**config.mk**
```make
export PLATFORM = sky130hd
export DESIGN_NAME = bin_display_scanner
export DESIGN_NICKNAME = d
export VERILOG_FILES = /design/src/rtl/bin_display_scanner.sv
export SDC_FILE = /design/constraint.sdc
export NUM_CORES = 1
export LEC_CHECK = 0
export ABC_AREA = 1
export BUFFER_PORTS_ARGS = -buffer_cell sky130_fd_sc_hd__buf_2
export CELL_PAD_IN_SITES_DETAIL_PLACEMENT = 1
export CELL_PAD_IN_SITES_GLOBAL_PLACEMENT = 1
export CORE_MARGIN = 1
export CORE_UTILIZATION = 37
export CTS_BUF_LIST = sky130_fd_sc_hd__clkbuf_4
export CTS_CLUSTER_SIZE = 25
export DETAILED_ROUTE_END_ITERATION = 10
export PLACE_DENSITY = 0.71
export SKIP_LAST_GASP = 1
export SLEW_MARGIN = 15
export SYNTH_ARGS = -nofsm -noshare
export SYNTH_HDL_FRONTEND = slang
export SYNTH_SLANG_ARGS = --single-unit
```
**constraint.sdc**
```tcl
create_clock -name clk -period 4.47 [get_ports clk]
set_clock_uncertainty 0.2 [all_clocks]
set_input_delay 0.894 -clock clk [delete_from_list [all_inputs] [get_ports clk]]
set_output_delay 0.894 -clock clk [all_outputs]
set_load 0.1 [all_outputs]
```
**src/rtl/bin_display_scanner.sv**
```systemverilog
// Binary-to-BCD converter using shift-add-3, feeding a 4-digit multiplexed display scanner.
// Optional macro LEADING_ZERO_BLANK_EN blanks leading zero digits (bcd = 4'hF).
module bin_display_scanner #(
    parameter int REFRESH_DIV = 50000
) (
    input  logic        clk,
    input  logic        rst_n,
    input  logic [13:0] value_in,
    input  logic        value_valid,
    output logic        busy,
    output logic        ovf,
    output logic [3:0]  an,
    output logic [3:0]  bcd
);

    typedef enum logic [1:0] {IDLE, CONV, LOAD} state_t;

    localparam int PW = (REFRESH_DIV > 2) ? $clog2(REFRESH_DIV) : 1;
    localparam logic [PW-1:0] PRE_MAX = PW'(REFRESH_DIV - 1);

    state_t        state_q, state_d;
    logic [29:0]   shift_q, shift_d, shift_adj;
    logic [3:0]    iter_q, iter_d;
    logic          ovf_q, ovf_d;
    logic [15:0]   disp_q, disp_d;
    logic [PW-1:0] pre_q, pre_d;
    logic          tick;
    logic [1:0]    sel_q, sel_d;
    logic [3:0]    an_q, an_d;
    logic [3:0]    bcd_q, bcd_d;
    logic [3:0]    digit;

    // Shift register layout: BCD digits in [29:14], remaining binary bits in [13:0].
    always_comb begin
        shift_adj = shift_q;
        for (int i = 0; i < 4; i++) begin
            if (shift_q[14 + 4*i +: 4] >= 4'd5) begin
                shift_adj[14 + 4*i +: 4] = shift_q[14 + 4*i +: 4] + 4'd3;
            end
        end
    end

    always_comb begin
        state_d = state_q;
        shift_d = shift_q;
        iter_d  = iter_q;
        ovf_d   = ovf_q;
        disp_d  = disp_q;
        case (state_q)
            IDLE: begin
                if (value_valid) begin
                    shift_d = {16'd0, (value_in > 14'd9999) ? 14'd9999 : value_in};
                    iter_d  = 4'd0;
                    ovf_d   = (value_in > 14'd9999);
                    state_d = CONV;
                end
            end
            CONV: begin
                shift_d = {shift_adj[28:0], 1'b0};
                iter_d  = iter_q + 4'd1;
                if (iter_q == 4'd13) begin
                    state_d = LOAD;
                end
            end
            LOAD: begin
                disp_d  = shift_q[29:14];
                state_d = IDLE;
            end
            default: state_d = IDLE;
        endcase
    end

    always_comb begin
        tick  = (pre_q == PRE_MAX);
        pre_d = tick ? '0 : pre_q + 1'b1;
        sel_d = tick ? sel_q + 2'd1 : sel_q;
        an_d  = ~(4'b0001 << sel_q);
        digit = disp_q[{sel_q, 2'b00} +: 4];
`ifdef LEADING_ZERO_BLANK_EN
        case (sel_q)
            2'd3:    bcd_d = (disp_q[15:12] == 4'd0)  ? 4'hF : digit;
            2'd2:    bcd_d = (disp_q[15:8]  == 8'd0)  ? 4'hF : digit;
            2'd1:    bcd_d = (disp_q[15:4]  == 12'd0) ? 4'hF : digit;
            default: bcd_d = digit;
        endcase
`else
        bcd_d = digit;
`endif
    end

    always_ff @(posedge clk or negedge rst_n) begin
        if (!rst_n) begin
            state_q <= IDLE;
            shift_q <= '0;
            iter_q  <= '0;
            ovf_q   <= 1'b0;
            disp_q  <= '0;
            pre_q   <= '0;
            sel_q   <= '0;
            an_q    <= 4'b1110;
            bcd_q   <= 4'h0;
        end else begin
            state_q <= state_d;
            shift_q <= shift_d;
            iter_q  <= iter_d;
            ovf_q   <= ovf_d;
            disp_q  <= disp_d;
            pre_q   <= pre_d;
            sel_q   <= sel_d;
            an_q    <= an_d;
            bcd_q   <= bcd_d;
        end
    end

    assign busy = (state_q != IDLE);
    assign ovf  = ovf_q;
    assign an   = an_q;
    assign bcd  = bcd_q;

endmodule

```
==> impl_metrics.toml <==
[status]
status = "complete, no violations"

[placement]
numPortBuffers = 26
globalplace.congestion = 0.777
dp_slack_ns = 2.24
dp.cells = 614
dpl.hpwl_mm = 6.01

[setup_path]
crit_arrival_ns = 1.47
path_class = "flip-flop to output pin"
r2r_slack_ns = 2.66
startpoint_type = "flip-flop"
worstPathMaxFanout = 3
required_ns = 3.38
worstSetupEndpointType = "output pin"

[sta]
rsz0062_at_grt = "false"
finalCriticalPeriod_ns = 2.57
setup_viol = 0
finalHoldViolCount = 0
fin_ws_ns = 1.90
maxSlewViolCount = 0
layout_worst_path_cycle_share = 0.575
fmax_ghz = 0.389
slew_headroom = 0.329
worst_pin_slew_ns = 1.01
fin_tns_setup_ns = 0

[synth]
yosys.area_share.simple = 0.237
synthTopCellsByArea = "dfrtp_1 (48%), nand2_1 (12%), o21ai_0 (5.5%)"
synth_edf_count = 0
synth_top_family_by_area = "simple AND/OR/NAND/NOR gates"
yosysMostFrequentCell = "nand2_1"
yosys.area.top_type_share = 0.484
ys_ff_latch = 79
async_flop_share = 1.00
ys_top_cells_by_count = "nand2_1 (124), dfrtp_1 (76), nor2_1 (48), inv_1 (47), o21ai_0 (43)"
synth.largest_area_cell = "dfrtp_1"
ys_warn_count = 0
syn-cell-area_um2 = 3930
synth_xor_xnor_area_share = 0.0223
synth.distinct_cells = 30
muxShareOfSynthArea = 0
synth_compound_area_frac = 0.119
synth_nets = 494
synth_ff_type = "dfrtp_1"
synth.yosys.seq_area_share = 0.504
syn_inst = 462
syn_area_per_cell_um2 = 8.51
synthAdderAreaFrac = 0.0478

[cells_and_area]
fill_cells = 1273
antenna_cells = 0
final_cells = 630
area_growth_pct = 9.55
drive_above_1_share = 0.136
finalNetCount = 521

[die]
io_pins = 27
core_area_um2 = 10300
die-width_um = 105
start_util = 0.381
row_count = 37
die-area_um2 = 11000
die_height_um = 105

[clock_tree]
ctsHoldBuffers = 0
cts_made_buffers = 9
cts_buffer_depth = 2
post_cts_buffers = 0
cts_tree = "done"
cts_max_level = 3
path_clk_slew_ns = 0.14
clk_latency_ns = 0.43
cts-resized-gates = 0
clkSinkCount = 79
root_buffer = "clkbuf_4"

[drt]
drc_errors = 0
wl_mm = 8.39
drt_pre_antenna_iters = 4
avgRoutedWirePerCell_um = 13.3
via_per_inst = 4.92
vias = 3097
drt_iter0_markers = 101
postRouteAntennaNets = 0

[grt]
grt_use_total = 0.173
grt_most_used_layer = "met2"
met1_usage = 0.224
antenna_found_initial = 0
use_met2 = 0.289
grt_overflow_total = 0
grt_pass1_vias = 3251
grt_pass1_wl_mm = 15.2
met3_usage = 0.0293
grt_max_degree = 80

[power_and_ir_drop]
ir_worst_vdd_v = 0.000274
power_mw = 2.65
p_leak_nw = 2.16
power_density_nw_per_um2 = 615

[worst_hold_path]
hp-class = "flip-flop to flip-flop"

[run]
maxCapViolCount = 0
power breakdown:
part	switching, mW	internal (mW)	total [mW]
combinational	0.735	0.343	1.08
sequential	0.159	0.959	1.12
clock	0.275	0.176	0.451
sequential cells by signal, indices dropped and copies added (netlist names):
register,flops
ovf,1
sel_q,2
disp_q,16
state_q,2
pre_q,16
an,4
bcd,4
shift_q,30
iter_q,4
layout by cell type, fill, tap and decap left out, types with 5 or more instances in the layout:
| cell type | count |
|---|---|
| dfrtp_1 | 76 |
| inv_1 | 47 |
| o22ai_1 | 5 |
| nor2_1 | 48 |
| xor2_1 | 10 |
| nand2_1 | 124 |
| buf_2 | 25 |
| nand3_1 | 32 |
| a21oi_1 | 11 |
| o21ai_0 | 43 |
| clkbuf_4 | 9 |
| ha_1 | 15 |
| o22ai_2 | 7 |
per-stage QoR:
| stage | utilization | area, um^2 | hold WS (ns) |
|---|---|---|---|
| 2_1_floorplan | - | 3930 | 0.247 |
| 3_3_place_gp | 0.403 | 4160 | 0.259 |
| 3_5_place_dp | 0.403 | 4160 | 0.263 |
| 4_1_cts | 0.417 | 4310 | 0.296 |
| 5_1_grt | 0.417 | 4310 | 0.321 |
| 6_report | 0.417 | 4310 | 0.287 |
cell families (layout without fill, tap and decap cells):
| kind of cell | after synthesis | in the layout |
|---|---|---|
| adders and majority gates | 15 | 15 |
| xor gates and xnor gates | 10 | 10 |
| DFF | 79 | 79 |
| AOI/OAI and AO/OA | 77 | 77 |
| and+or+nand+nor | 218 | 218 |
| buffers and inverters | 63 | 95 |
routing by layer:
metal | up-vias | share of wire
met4 | 0 | 0.011
met2 | 37 | 0.48
met5 | - | 0
met3 | 7 | 0.020
li1 | 1545 | -
met1 | 1508 | 0.49
worst max-delay path, cell delays in order (launching register included):
cell     delay, ns
dfrtp_1       0.43
inv_2         0.08
nand2_4       0.10
buf_2         0.43
final timing paths:
kind / startpoint / endpoint / cells past startpoint
min in group asynchronous: rst_n / pre_q[10] / 1
min reg2reg: shift_q[10] / shift_q[11] / 2
max: state_q[0] / busy / 3
min: shift_q[10] / shift_q[11] / 2
max reg2reg: state_q[0] / shift_q[29] / 5
max in group asynchronous: rst_n / pre_q[11] / 1
layout make-up:
type | instances | area, um^2 | share of cell area
Clock buffer | 9 | 67.6 | 0.0157
Clock inverter | 7 | 77.6 | 0.0180
Inverter | 53 | 203 | 0.0471
Sequential cell | 79 | 1980 | 0.460
Tap cell | 136 | 170 | 0.0395
Multi-Input combinational cell | 320 | 1670 | 0.389
Timing Repair Buffer | 26 | 133 | 0.0308
No activity file was read; power rests on OpenSTA's default activity.
